[src/rtl/mem_arb_pkg.sv]
// Shared definitions for the block-RAM port arbiter: default widths, pending-read
// state encoding and requester ids (also used for the round-robin last-winner bit).
package mem_arb_pkg;

  localparam int ADDR_W_DEF = 12;
  localparam int DATA_W_DEF = 16;
  localparam int CNT_W_DEF  = 16;

  typedef enum logic [1:0] {
    PEND_NONE = 2'd0,
    PEND_IF   = 2'd1,
    PEND_D    = 2'd2
  } pend_e;

  localparam logic REQ_IF = 1'b0;
  localparam logic REQ_D  = 1'b1;

endpackage

[src/rtl/mem_arb_pick.sv]
// One-hot grant picker for the fetch and data ports. With MEMARB_RR_EN defined a
// conflict goes to the port that lost the previous conflict; otherwise data wins.
module mem_arb_pick
  import mem_arb_pkg::*;
(
  input  logic i_if_req,
  input  logic i_d_req,
`ifdef MEMARB_RR_EN
  input  logic i_last_win,
`endif
  output logic o_if_gnt,
  output logic o_d_gnt
);

  logic w_conflict;
  assign w_conflict = i_if_req & i_d_req;

  always_comb begin
    o_if_gnt = 1'b0;
    o_d_gnt  = 1'b0;
    if (w_conflict) begin
`ifdef MEMARB_RR_EN
      if (i_last_win == REQ_D) o_if_gnt = 1'b1;
      else                     o_d_gnt  = 1'b1;
`else
      o_d_gnt = 1'b1;
`endif
    end else begin
      o_if_gnt = i_if_req;
      o_d_gnt  = i_d_req;
    end
  end

endmodule

[src/rtl/mem_port_arbiter.sv]
// Shares one single-port block RAM between instruction fetch and load/store, returns
// read data one cycle after the RAM read. Optional round-robin via MEMARB_RR_EN.
module mem_port_arbiter
  import mem_arb_pkg::*;
#(
  parameter int ADDR_W = ADDR_W_DEF,
  parameter int DATA_W = DATA_W_DEF,
  parameter int CNT_W  = CNT_W_DEF
) (
  input  logic              clk,
  input  logic              rst,
  input  logic              if_req,
  input  logic [ADDR_W-1:0] if_addr,
  output logic              if_gnt,
  output logic              if_rvalid,
  output logic [DATA_W-1:0] if_rdata,
  input  logic              d_req,
  input  logic              d_we,
  input  logic [ADDR_W-1:0] d_addr,
  input  logic [DATA_W-1:0] d_wdata,
  output logic              d_gnt,
  output logic              d_rvalid,
  output logic [DATA_W-1:0] d_rdata,
  output logic [ADDR_W-1:0] ram_address,
  output logic [DATA_W-1:0] ram_data,
  output logic              ram_wren,
  input  logic [DATA_W-1:0] ram_q,
  output logic [CNT_W-1:0]  conflict_cnt
);

  logic              w_if_pick;
  logic              w_d_pick;
  logic              w_conflict;
  pend_e             r_pend;
  pend_e             w_pend_nxt;
  logic              r_if_rvalid;
  logic              r_d_rvalid;
  logic [DATA_W-1:0] r_if_rdata;
  logic [DATA_W-1:0] r_d_rdata;
  logic [CNT_W-1:0]  r_cnt;

  assign w_conflict = if_req & d_req;

`ifdef MEMARB_RR_EN
  logic r_last_win;

  always_ff @(posedge clk or posedge rst) begin
    if (rst)             r_last_win <= REQ_IF;
    else if (w_conflict) r_last_win <= w_d_pick ? REQ_D : REQ_IF;
  end
`endif

  mem_arb_pick u_pick (
    .i_if_req   (if_req),
    .i_d_req    (d_req),
`ifdef MEMARB_RR_EN
    .i_last_win (r_last_win),
`endif
    .o_if_gnt   (w_if_pick),
    .o_d_gnt    (w_d_pick)
  );

  // Grants are suppressed during reset so no RAM write or read can slip through.
  assign if_gnt      = w_if_pick & ~rst;
  assign d_gnt       = w_d_pick & ~rst;
  assign ram_address = d_gnt ? d_addr : if_addr;
  assign ram_wren    = d_gnt & d_we;
  assign ram_data    = d_wdata;

  always_ff @(posedge clk or posedge rst) begin
    if (rst) r_pend <= PEND_NONE;
    else     r_pend <= w_pend_nxt;
  end

  always_comb begin
    w_pend_nxt = PEND_NONE;
    if (if_gnt)              w_pend_nxt = PEND_IF;
    else if (d_gnt && !d_we) w_pend_nxt = PEND_D;
  end

  // ram_q is valid during the pend cycle; capture it so data and rvalid appear together.
  always_ff @(posedge clk or posedge rst) begin
    if (rst) begin
      r_if_rvalid <= 1'b0;
      r_d_rvalid  <= 1'b0;
      r_if_rdata  <= '0;
      r_d_rdata   <= '0;
    end else begin
      r_if_rvalid <= (r_pend == PEND_IF);
      r_d_rvalid  <= (r_pend == PEND_D);
      if (r_pend == PEND_IF) r_if_rdata <= ram_q;
      if (r_pend == PEND_D)  r_d_rdata  <= ram_q;
    end
  end

  always_ff @(posedge clk or posedge rst) begin
    if (rst)                           r_cnt <= '0;
    else if (w_conflict && r_cnt != '1) r_cnt <= r_cnt + 1'b1;
  end

  assign if_rvalid    = r_if_rvalid;
  assign d_rvalid     = r_d_rvalid;
  assign if_rdata     = r_if_rdata;
  assign d_rdata      = r_d_rdata;
  assign conflict_cnt = r_cnt;

endmodule
[config.mk]
export PLATFORM = sky130hd
export DESIGN_NAME = mem_port_arbiter
export DESIGN_NICKNAME = d
export VERILOG_FILES = /design/src/rtl/mem_arb_pkg.sv /design/src/rtl/mem_arb_pick.sv /design/src/rtl/mem_port_arbiter.sv
export SDC_FILE = /design/constraint.sdc
export NUM_CORES = 1
export LEC_CHECK = 0
export BUFFER_PORTS_ARGS = -buffer_cell sky130_fd_sc_hd__buf_2
export CAP_MARGIN = 20
export CORE_UTILIZATION = 39
export CTS_CLUSTER_SIZE = 24
export DETAILED_ROUTE_END_ITERATION = 8
export MAX_ROUTING_LAYER = met4
export PLACE_DENSITY = 0.76
export SLEW_MARGIN = 20
export SYNTH_ARGS = -nofsm -noshare
export SYNTH_HDL_FRONTEND = slang
export SYNTH_SLANG_ARGS = --single-unit
[constraint.sdc]
create_clock -name clk -period 3 [get_ports clk]
set_input_delay 0.6 -clock clk [delete_from_list [all_inputs] [get_ports clk]]
set_output_delay 0.6 -clock clk [all_outputs]
set_load 0.05 [all_outputs]
==> results.sh, run 1 <==
export IMPL_status="finished clean"
export IMPL_dr_pass1_iters=4
export IMPL_crit_reg2reg_launch="conflict_cnt[4]"
export IMPL_gp_congestion=0.757
export IMPL_p_leak_nw=1.56
export IMPL_cap_violations=0
export IMPL_maxSlewHeadroom_pct=42.6
export IMPL_p_per_area_nw_per_um2=734
export IMPL_cts_resized=0
export IMPL_wl_per_cell_um=13.5
export IMPL_drc=0
export IMPL_dieArea_um2=6550
export IMPL_peakVddDrop_uv=514
export IMPL_cp_max_fo=53
export IMPL_overflow=0
export IMPL_synth_area_per_cell_um2=13.2
export IMPL_hold_violations=0
export IMPL_die_y_um=80.9
export IMPL_dp_cells=348
export IMPL_synth_yosys_warnings=0
export IMPL_hold_path_class="primary input to register"
export IMPL_fin_crit_ns=2.44
export IMPL_synth_edf_count=0
export IMPL_clock_sinks=52
export IMPL_rsz0062_at_grt="false"
export IMPL_met2WireLength_um=2330
export IMPL_cts_root_buf="clkbuf_8"
export IMPL_vias=1705
export IMPL_dr_max_layer_used="met4"
export IMPL_ant_nets=0
export IMPL_cp_required_ns=2.40
export IMPL_synth_nets=246
export IMPL_num_rows=28
export IMPL_grt_pass1_vias=1690
export IMPL_fmax_ghz=0.411
export IMPL_wl_met3_um=295
export IMPL_slew_violations=0
export IMPL_timing_rr_end="conflict_cnt[1]"
export IMPL_finClkSkew_ns=0.00420
export IMPL_drt_total_wl_um=4780
export IMPL_grt_max_degree=54
export IMPL_min_to="r_pend[1]"
export IMPL_start_util_pct=40.8
export IMPL_cts_buffers=5
export IMPL_mostFrequentLayoutCell="buf_2"
export IMPL_reg2reg_depth=4
export IMPL_setup_violations_final=0
export IMPL_crit_type="primary input to primary output"
export IMPL_die_w_um=80.9
export IMPL_hold_start="d_we"
export IMPL_nets=342
export IMPL_startpoint_type="primary input"
export IMPL_syn_area_um2=2430
export IMPL_synth_ff_type="dfrtp_1"
export IMPL_diodes=0
export IMPL_antenna_found_initial=0
export IMPL_core_area_um2=5960
export IMPL_min_path_cells=2
export IMPL_vias_per_cell=4.80
export IMPL_yosysSeqAreaShare_pct=53.6
export IMPL_tns_ns=0
export IMPL_synth_cell_type_count=32
export IMPL_postCtsSetupBuffers=0
export IMPL_mostFrequentLayoutCells="109 x buf_2, 52 x dfrtp_1, 44 x mux2_2"
export IMPL_clk_pin_slew_worst_paths_ns=0.09
export IMPL_drt_iter0_markers=36
export IMPL_tightestPinTransition_ns=0.862
export IMPL_htreeDepth=2
export IMPL_insertion_delay_ns=0.29
export IMPL_grtUsageTotal_pct=15.5
export IMPL_netlist_instances=184
export IMPL_period_share_pct=81.2
export IMPL_hpwlAfterDp_um=3620
export IMPL_async_reset_ff_share_pct=100
export IMPL_reg2reg_slack_ns=1.27
export IMPL_num_io_pins=142
export IMPL_portBuffers=109
export IMPL_drt_met1_wl_um=2130
export IMPL_worstPathArrival_ns=1.84
export IMPL_area_delta_synth_final_pct=24.5
export IMPL_drive_gt1_share_pct=61.1
export IMPL_fillCellCount=538
export IMPL_ys_seq_elements=52
export IMPL_final_core_util_pct=50.8
export IMPL_critPathCaptureType="primary output"
export IMPL_grt_pass1_wl_um=7530
export IMPL_clock_path_buffers=2
export IMPL_cts_tree="yes"
export IMPL_cts_hold_buf=0
export IMPL_instances_no_fill=355
worst max-delay path by stage:
stage / startpoint / end
floorplan: rst / ram_address[10]
global placement: rst / ram_wren
detailed placement: rst / ram_wren
CTS: rst / ram_wren
global route: rst / ram_wren
finish: rst / ram_wren
cells in the mapped netlist, types with 2 or more instances:
cell	instances	area (um^2)
nor3b_1	2	15.0
nand2_1	7	26.3
and4_1	2	17.5
mux2_2	44	495
and3_1	4	25.0
nor2_1	6	22.5
nor3_1	2	10.0
xnor2_1	2	17.5
nand4_1	5	31.3
xor2_1	9	78.8
nand2b_1	2	12.5
nor4_1	2	12.5
buf_2	4	20.0
a21oi_1	4	20.0
nor4_4	2	42.5
clkbuf_1	2	7.51
inv_1	4	15.0
dfrtp_1	52	1300
buf_4	16	120
cell type report:
type	instances	area, um^2	share of cell area [%]
well taps	75	93.8	3.10
repair buffers	111	561	18.5
clock inverters	2	12.5	0.414
flip-flops and latches	52	1300	43.0
inverters	4	18.8	0.621
multi-input cells	106	968	32.0
clock buffers	5	68.8	2.28
cell families (layout without fill, tap and decap cells):
| kind of cell | count (synthesis) | after routing | share of synthesized area, % |
|---|---|---|---|
| multiplexers | 46 | 46 | 21.5 |
| flip-flops | 52 | 52 | 53.6 |
| AND/OR/NAND/NOR | 42 | 42 | 12.4 |
| adder cells (fa/ha/maj) | 1 | 1 | 0.515 |
| XOR/XNOR | 11 | 11 | 3.97 |
| AO/OA/AOI/OAI | 6 | 6 | 1.39 |
| buffers and inverters | 26 | 122 | 6.69 |
flip-flops by register name, summed over array words and instances, names as in the netlist:
register and flops:
conflict_cnt 16, if_rdata 16, d_rvalid 1, d_rdata 16, r_pend 2, if_rvalid 1
metal layers:
metal | vias to the layer above | GRT usage [%]
met2 | 74 | 27.3
li1 | 820 | -
met5 | - | -
met4 | 0 | 4.82
met1 | 807 | 16.8
met3 | 4 | 4.27
metrics by stage:
| stage | total power, mW | worst slack [ns] | instance area [um^2] | hold slack (ns) |
|---|---|---|---|---|
| floorplan | 1.70 | 0.0386 | 2440 | 0.666 |
| global route | 2.33 | 0.383 | 3020 | 0.451 |
| global placement | 1.85 | 0.540 | 2940 | 0.484 |
| CTS | 2.25 | 0.515 | 3020 | 0.448 |
| detailed placement | 1.87 | 0.517 | 2940 | 0.493 |
| finish | 2.22 | 0.564 | 3020 | 0.459 |
critical path: stages:
cell and delay (ns):
buf_2 0.12, clkinvlp_4 0.07, buf_4 0.53, and3_1 0.25
buf_2 0.26
report_power, final:
part | internal, mW | switching, mW | leakage (nW)
clock network | 0.158 | 0.216 | 0.0400
registers | 0.829 | 0.101 | 0.642
logic | 0.244 | 0.671 | 0.882
total | 1.23 | 0.988 | 1.56
(Power assumes the default switching activity.)
==> run 2: changes to the inputs <==
Clock period 3 ns to 2.05 ns, I/O delays scaled along.
==> run 2 against run 1 <==
Net effect: largest cell class unchanged; global-route usage up 0.64 points; sequential share of layout area is 1.2 points lower; critical endpoint is now ram_address[0]; die area unchanged; count of clock-buffer cells in the layout rose by 1; hold slack lost 0.19 ns; first-iteration DRC count down 2.8%.
==> results.sh, run 2 (synthesized netlist as in run 1, its figures left out) <==
export IMPL_start_util_pct=40.8
export IMPL_fillCellCount=561
export IMPL_core_area_um2=5960
export IMPL_hold_path_class="primary input to register"
export IMPL_crit_type="primary input to primary output"
export IMPL_clock_sinks=52
export IMPL_tightestPinTransition_ns=0.639
export IMPL_dp_cells=349
export IMPL_grt_pass1_wl_um=7820
export IMPL_cp_required_ns=1.64
export IMPL_cts_root_buf="clkbuf_8"
export IMPL_tns_ns=0
export IMPL_drt_iter0_markers=35
export IMPL_worstPathArrival_ns=1.42
export IMPL_crit_path_top_delay_cell="mux2_2"
export IMPL_startpoint_type="primary input"
export IMPL_status="finished clean"
export IMPL_ant_nets=0
export IMPL_area_delta_synth_final_pct=27.9
export IMPL_crit_top_cell="buf_2"
export IMPL_insertion_delay_ns=0.29
export IMPL_max_stage_delay_ns=0.36
export IMPL_antenna_found_initial=0
export IMPL_die_w_um=80.9
export IMPL_postCtsSetupBuffers=0
export IMPL_hold_violations=0
export IMPL_num_io_pins=142
export IMPL_cts_tree="yes"
export IMPL_drc=0
export IMPL_peakVddDrop_uv=694
export IMPL_grtUsageTotal_pct=16.1
export IMPL_num_rows=28
export IMPL_p_leak_nw=1.63
export IMPL_cp_max_fo=14
export IMPL_placed_cell_area_um2=2990
export IMPL_path_delay_family="buffers and inverters"
export IMPL_fin_crit_ns=1.83
export IMPL_gp_congestion=0.791
export IMPL_vias_per_cell=4.82
export IMPL_finClkSkew_ns=0.00279
export IMPL_dieArea_um2=6550
export IMPL_clock_path_buffers=2
export IMPL_cts_hold_buf=0
export IMPL_hpwlAfterDp_um=3770
export IMPL_layout_setup_ws_ns=0.222
export IMPL_fmax_ghz=0.547
export IMPL_cts_buffers=5
export IMPL_dp_slack_ns=0.218
export IMPL_maxSlewHeadroom_pct=57.4
export IMPL_cts_resized=0
export IMPL_nets=343
export IMPL_rsz0062_at_grt="false"
export IMPL_p_per_area_nw_per_um2=1100
export IMPL_fin_area_um2=3110
export IMPL_wl_per_cell_um=13.9
export IMPL_mostFrequentLayoutCell="buf_2"
export IMPL_drive_gt1_share_pct=61.7
export IMPL_htreeDepth=2
export IMPL_period_share_pct=89.2
export IMPL_diodes=0
export IMPL_clk_pin_slew_worst_paths_ns=0.09
export IMPL_overflow=0
export IMPL_final_core_util_pct=52.2
export IMPL_vias=1720
export IMPL_slew_violations=0
export IMPL_critPathCaptureType="primary output"
export IMPL_setup_violations_final=0
export IMPL_mostFrequentLayoutCells="109 x buf_2, 52 x dfrtp_1, 36 x mux2_2"
export IMPL_die_y_um=80.9
export IMPL_cp_cell_sequence="buf_2 -> clkinvlp_4 -> nand2_4 -> mux2_2 -> buf_2"
export IMPL_drt_total_wl_um=4960
export IMPL_grt_pass1_vias=1735
export IMPL_critPathBufInv=3
export IMPL_grt_max_degree=53
export IMPL_dr_pass1_iters=4
export IMPL_cap_violations=0
export IMPL_portBuffers=109
export IMPL_instances_no_fill=357
[run 2: area by class of cell]
class	instances	area, um^2	area share, %
Inverter	4	18.8	0.604
Clock buffer	6	82.6	2.66
Clock inverter	2	38.8	1.25
Sequential cell	52	1300	41.9
Timing Repair Buffer	112	568	18.3
Tap cell	75	93.8	3.02
Multi-Input combinational cell	106	1000	32.3
[run 2: routing by layer]
layer | GRT usage (%) | part of all wire [%]
met4 | 4.82 | 0.30
met5 | - | 0
met1 | 17.0 | 40
met3 | 4.49 | 5.3
met2 | 29.1 | 54
[run 2: path summary, 6_finish.rpt]
kind                                         to  depth (start not counted)  slack, ns            start
max in group asynchronous           d_rdata[15]                          3       1.26              rst
worst max register to register  conflict_cnt[1]                          4       0.37  conflict_cnt[5]
worst max-delay path             ram_address[0]                          5       0.22              rst
worst min-delay path                  r_pend[1]                          2       0.27             d_we
min in group asynchronous       conflict_cnt[1]                          3       0.36              rst
worst min register to register      if_rdata[5]                          1       0.51      if_rdata[5]
[run 2: metrics by stage]
step	hold WS [ns]	power [mW]
after floorplan	0.476	2.50
after global placement	0.482	2.71
after detailed placement	0.489	2.74
after CTS	0.263	3.47
after global routing	0.261	3.60
final	0.273	3.43
[run 2: report_power, final]
| part | switching, mW | internal [mW] |
|---|---|---|
| Sequential | 0.139 | 1.21 |
| Clock | 0.324 | 0.399 |
| Combinational | 0.988 | 0.366 |
| Total | 1.45 | 1.98 |
==> run 3: changes to the inputs <==
Settings changed: ABC_AREA set to 1, CORE_UTILIZATION 39 to 40.
==> run 3 against run 2 <==
Net effect: first-iteration DRC count increased by 94%; largest cell class unchanged; core utilization increased by 0.69 points; critical path depth increased by 2; final area increased by 7.4%; global-route usage increased by 1.6 points; clock skew increased by 0.0041 ns; power decreased by 10%; die area increased by 4.3%; count of clock-buffer cells in the layout decreased by 1.
==> results.sh, run 3 <==
export IMPL_diodes=0
export IMPL_status="finished clean"
export IMPL_antenna_found_initial=0
export IMPL_num_io_pins=142
export IMPL_startpoint_type="primary input"
export IMPL_tightestPinTransition_ns=0.661
export IMPL_grtUsageTotal_pct=17.8
export IMPL_synth_edf_count=0
export IMPL_multiInputGateArea_um2=1120
export IMPL_netlist_instances=331
export IMPL_grt_max_degree=53
export IMPL_ant_nets=0
export IMPL_die_y_um=82.7
export IMPL_synth_ff_type="dfrtp_1"
export IMPL_mostFrequentLayoutCells="109 x buf_2, 102 x nand2_1, 52 x dfrtp_1"
export IMPL_yosysTopAreaCell="dfrtp_1"
export IMPL_mostFrequentLayoutCell="buf_2"
export IMPL_core_area_um2=6310
export IMPL_synth_area_top_cells="dfrtp_1 50%, nand2_1 18%, o21ai_0 6.5%"
export IMPL_start_util_pct=41.2
export IMPL_drc=0
export IMPL_area_delta_synth_final_pct=28.3
export IMPL_crit_path_top_delay_cell="buf_2"
export IMPL_finClkSkew_ns=0.00685
export IMPL_cts_resized=0
export IMPL_p_per_area_nw_per_um2=921
export IMPL_cap_violations=0
export IMPL_ys_seq_elements=52
export IMPL_worstPathArrival_ns=1.40
export IMPL_portBuffers=109
export IMPL_p_leak_nw=1.90
export IMPL_dieArea_um2=6830
export IMPL_critPathCaptureType="primary output"
export IMPL_fillCellCount=611
export IMPL_synth_area_per_cell_um2=7.86
export IMPL_grt_pass1_vias=2083
export IMPL_synth_most_common_cell="nand2_1"
export IMPL_cts_tree="yes"
export IMPL_peakVddDrop_uv=523
export IMPL_postCtsSetupBuffers=0
export IMPL_clk_pin_slew_worst_paths_ns=0.09
export IMPL_synth_cell_type_count=25
export IMPL_crit_type="primary input to primary output"
export IMPL_grt_pass1_wl_um=9100
export IMPL_cts_root_buf="clkbuf_8"
export IMPL_drt_total_wl_um=5760
export IMPL_insertion_delay_ns=0.30
export IMPL_dr_pass1_iters=4
export IMPL_rsz0062_at_grt="false"
export IMPL_vias_per_cell=4.58
export IMPL_clock_sinks=52
export IMPL_cts_hold_buf=0
export IMPL_yosysTopAreaCellShare_pct=50.0
export IMPL_cp_cell_sequence="buf_2 -> clkinvlp_4 -> nand2_4 -> inv_4 -> nand2_1 -> nand2_4 -> buf_2"
export IMPL_yosysSeqAreaShare_pct=50.0
export IMPL_synth_nets=393
export IMPL_syn_area_um2=2600
export IMPL_cp_required_ns=1.64
export IMPL_critPathBufInv=4
export IMPL_fin_crit_ns=1.81
export IMPL_synthTopCellsByCount="124 x nand2_1, 52 x dfrtp_1, 40 x inv_1, 34 x o21ai_0, 16 x buf_4"
export IMPL_setup_violations_final=0
export IMPL_cp_max_fo=15
export IMPL_hold_violations=0
export IMPL_cts_buffers=5
export IMPL_slew_violations=0
export IMPL_vias=2306
export IMPL_synth_yosys_warnings=0
export IMPL_maxSlewHeadroom_pct=55.9
export IMPL_wl_per_cell_um=11.5
export IMPL_htreeDepth=2
export IMPL_nets=487
export IMPL_final_core_util_pct=52.9
export IMPL_path_delay_family="buffers and inverters"
export IMPL_ff_latch_area_um2=1300
export IMPL_fmax_ghz=0.553
export IMPL_period_share_pct=88.2
export IMPL_overflow=0
export IMPL_gp_congestion=0.829
export IMPL_async_reset_ff_share_pct=100
export IMPL_clock_path_buffers=2
export IMPL_max_stage_delay_ns=0.25
export IMPL_die_w_um=82.7
export IMPL_num_rows=29
export IMPL_drt_iter0_markers=68
export IMPL_tns_ns=0
export IMPL_hpwlAfterDp_um=4340
export IMPL_drive_gt1_share_pct=38.3
export IMPL_hold_path_class="primary input to register"
==> run 3: cell count changes after synthesis, moves of 4 or more <==
cell      before  now
nand3_1        1    8
nor2_1         6   10
a21oi_1        4    0
mux2_2        44    0
nand2_1        7  124
o21ai_0        0   34
inv_1          4   40
nand2_2        0    5
clkbuf_1       2    7
nor2_2         0    9
and3_1         4    0
xor2_1         9    3
==> run 3: where the power goes <==
group	leakage, nW	internal, mW	total, mW	switching (mW)
Sequential	0.664	1.18	1.30	0.115
Clock	0.0485	0.245	0.590	0.345
Combinational	1.18	0.271	1.19	0.918
Total	1.90	1.70	3.08	1.38
==> run 3: through the flow <==
stage	power [mW]	instance area [um^2]	cells	worst slack [ns]	hold WS, ns
detailed placement	2.51	3250	495	0.238	0.429
global placement	2.49	3250	495	0.301	0.428
global route	3.26	3340	503	0.184	0.258
finish	3.08	3340	503	0.242	0.271
CTS	3.11	3340	503	0.237	0.259
floorplan	2.30	2770	331	-0.262	0.413
==> run 3: kinds of logic (layout without fill, tap and decap cells) <==
group                      count (synthesis)  count (layout)  share of synthesized area (%)
and+or+nand+nor                          171             171                           28.8
buffers and inverters                     66             161                           12.2
DFF                                       52              52                           50.0
AOI/OAI and AO/OA                         36              36                           6.92
xor gates and xnor gates                   5               5                           1.68
adders and majority gates                  1               1                          0.481
==> run 3: final cells by class <==
cell class                      instances  share of cell area (%)
Sequential cell                        52                    39.0
Multi-Input combinational cell        213                    33.6
Timing Repair Buffer                  112                    17.0
Inverter                               41                    4.80
Tap cell                               77                    2.89
Clock buffer                            5                    2.06
Clock inverter                          3                   0.675
==> run 3: final timing paths <==
path | from | endpoint | slack, ns | cells after the start
max reg2reg | conflict_cnt[1] | conflict_cnt[2] | 0.51 | 7
min in group asynchronous | rst | r_pend[0] | 0.34 | 3
min | d_we | r_pend[1] | 0.27 | 2
max | rst | ram_address[0] | 0.24 | 7
min reg2reg | r_pend[0] | d_rvalid | 0.44 | 1
max in group asynchronous | rst | d_rdata[12] | 1.25 | 3
==> run 3: routing by layer <==
| metal | vias up | track usage [%] | share of wire (%) |
|---|---|---|---|
| met5 | - | - | 0 |
| met4 | 0 | 4.66 | 1.0 |
| met3 | 8 | 4.07 | 5.9 |
| met2 | 74 | 32.5 | 50 |
| met1 | 1041 | 19.3 | 43 |
| li1 | 1183 | - | - |
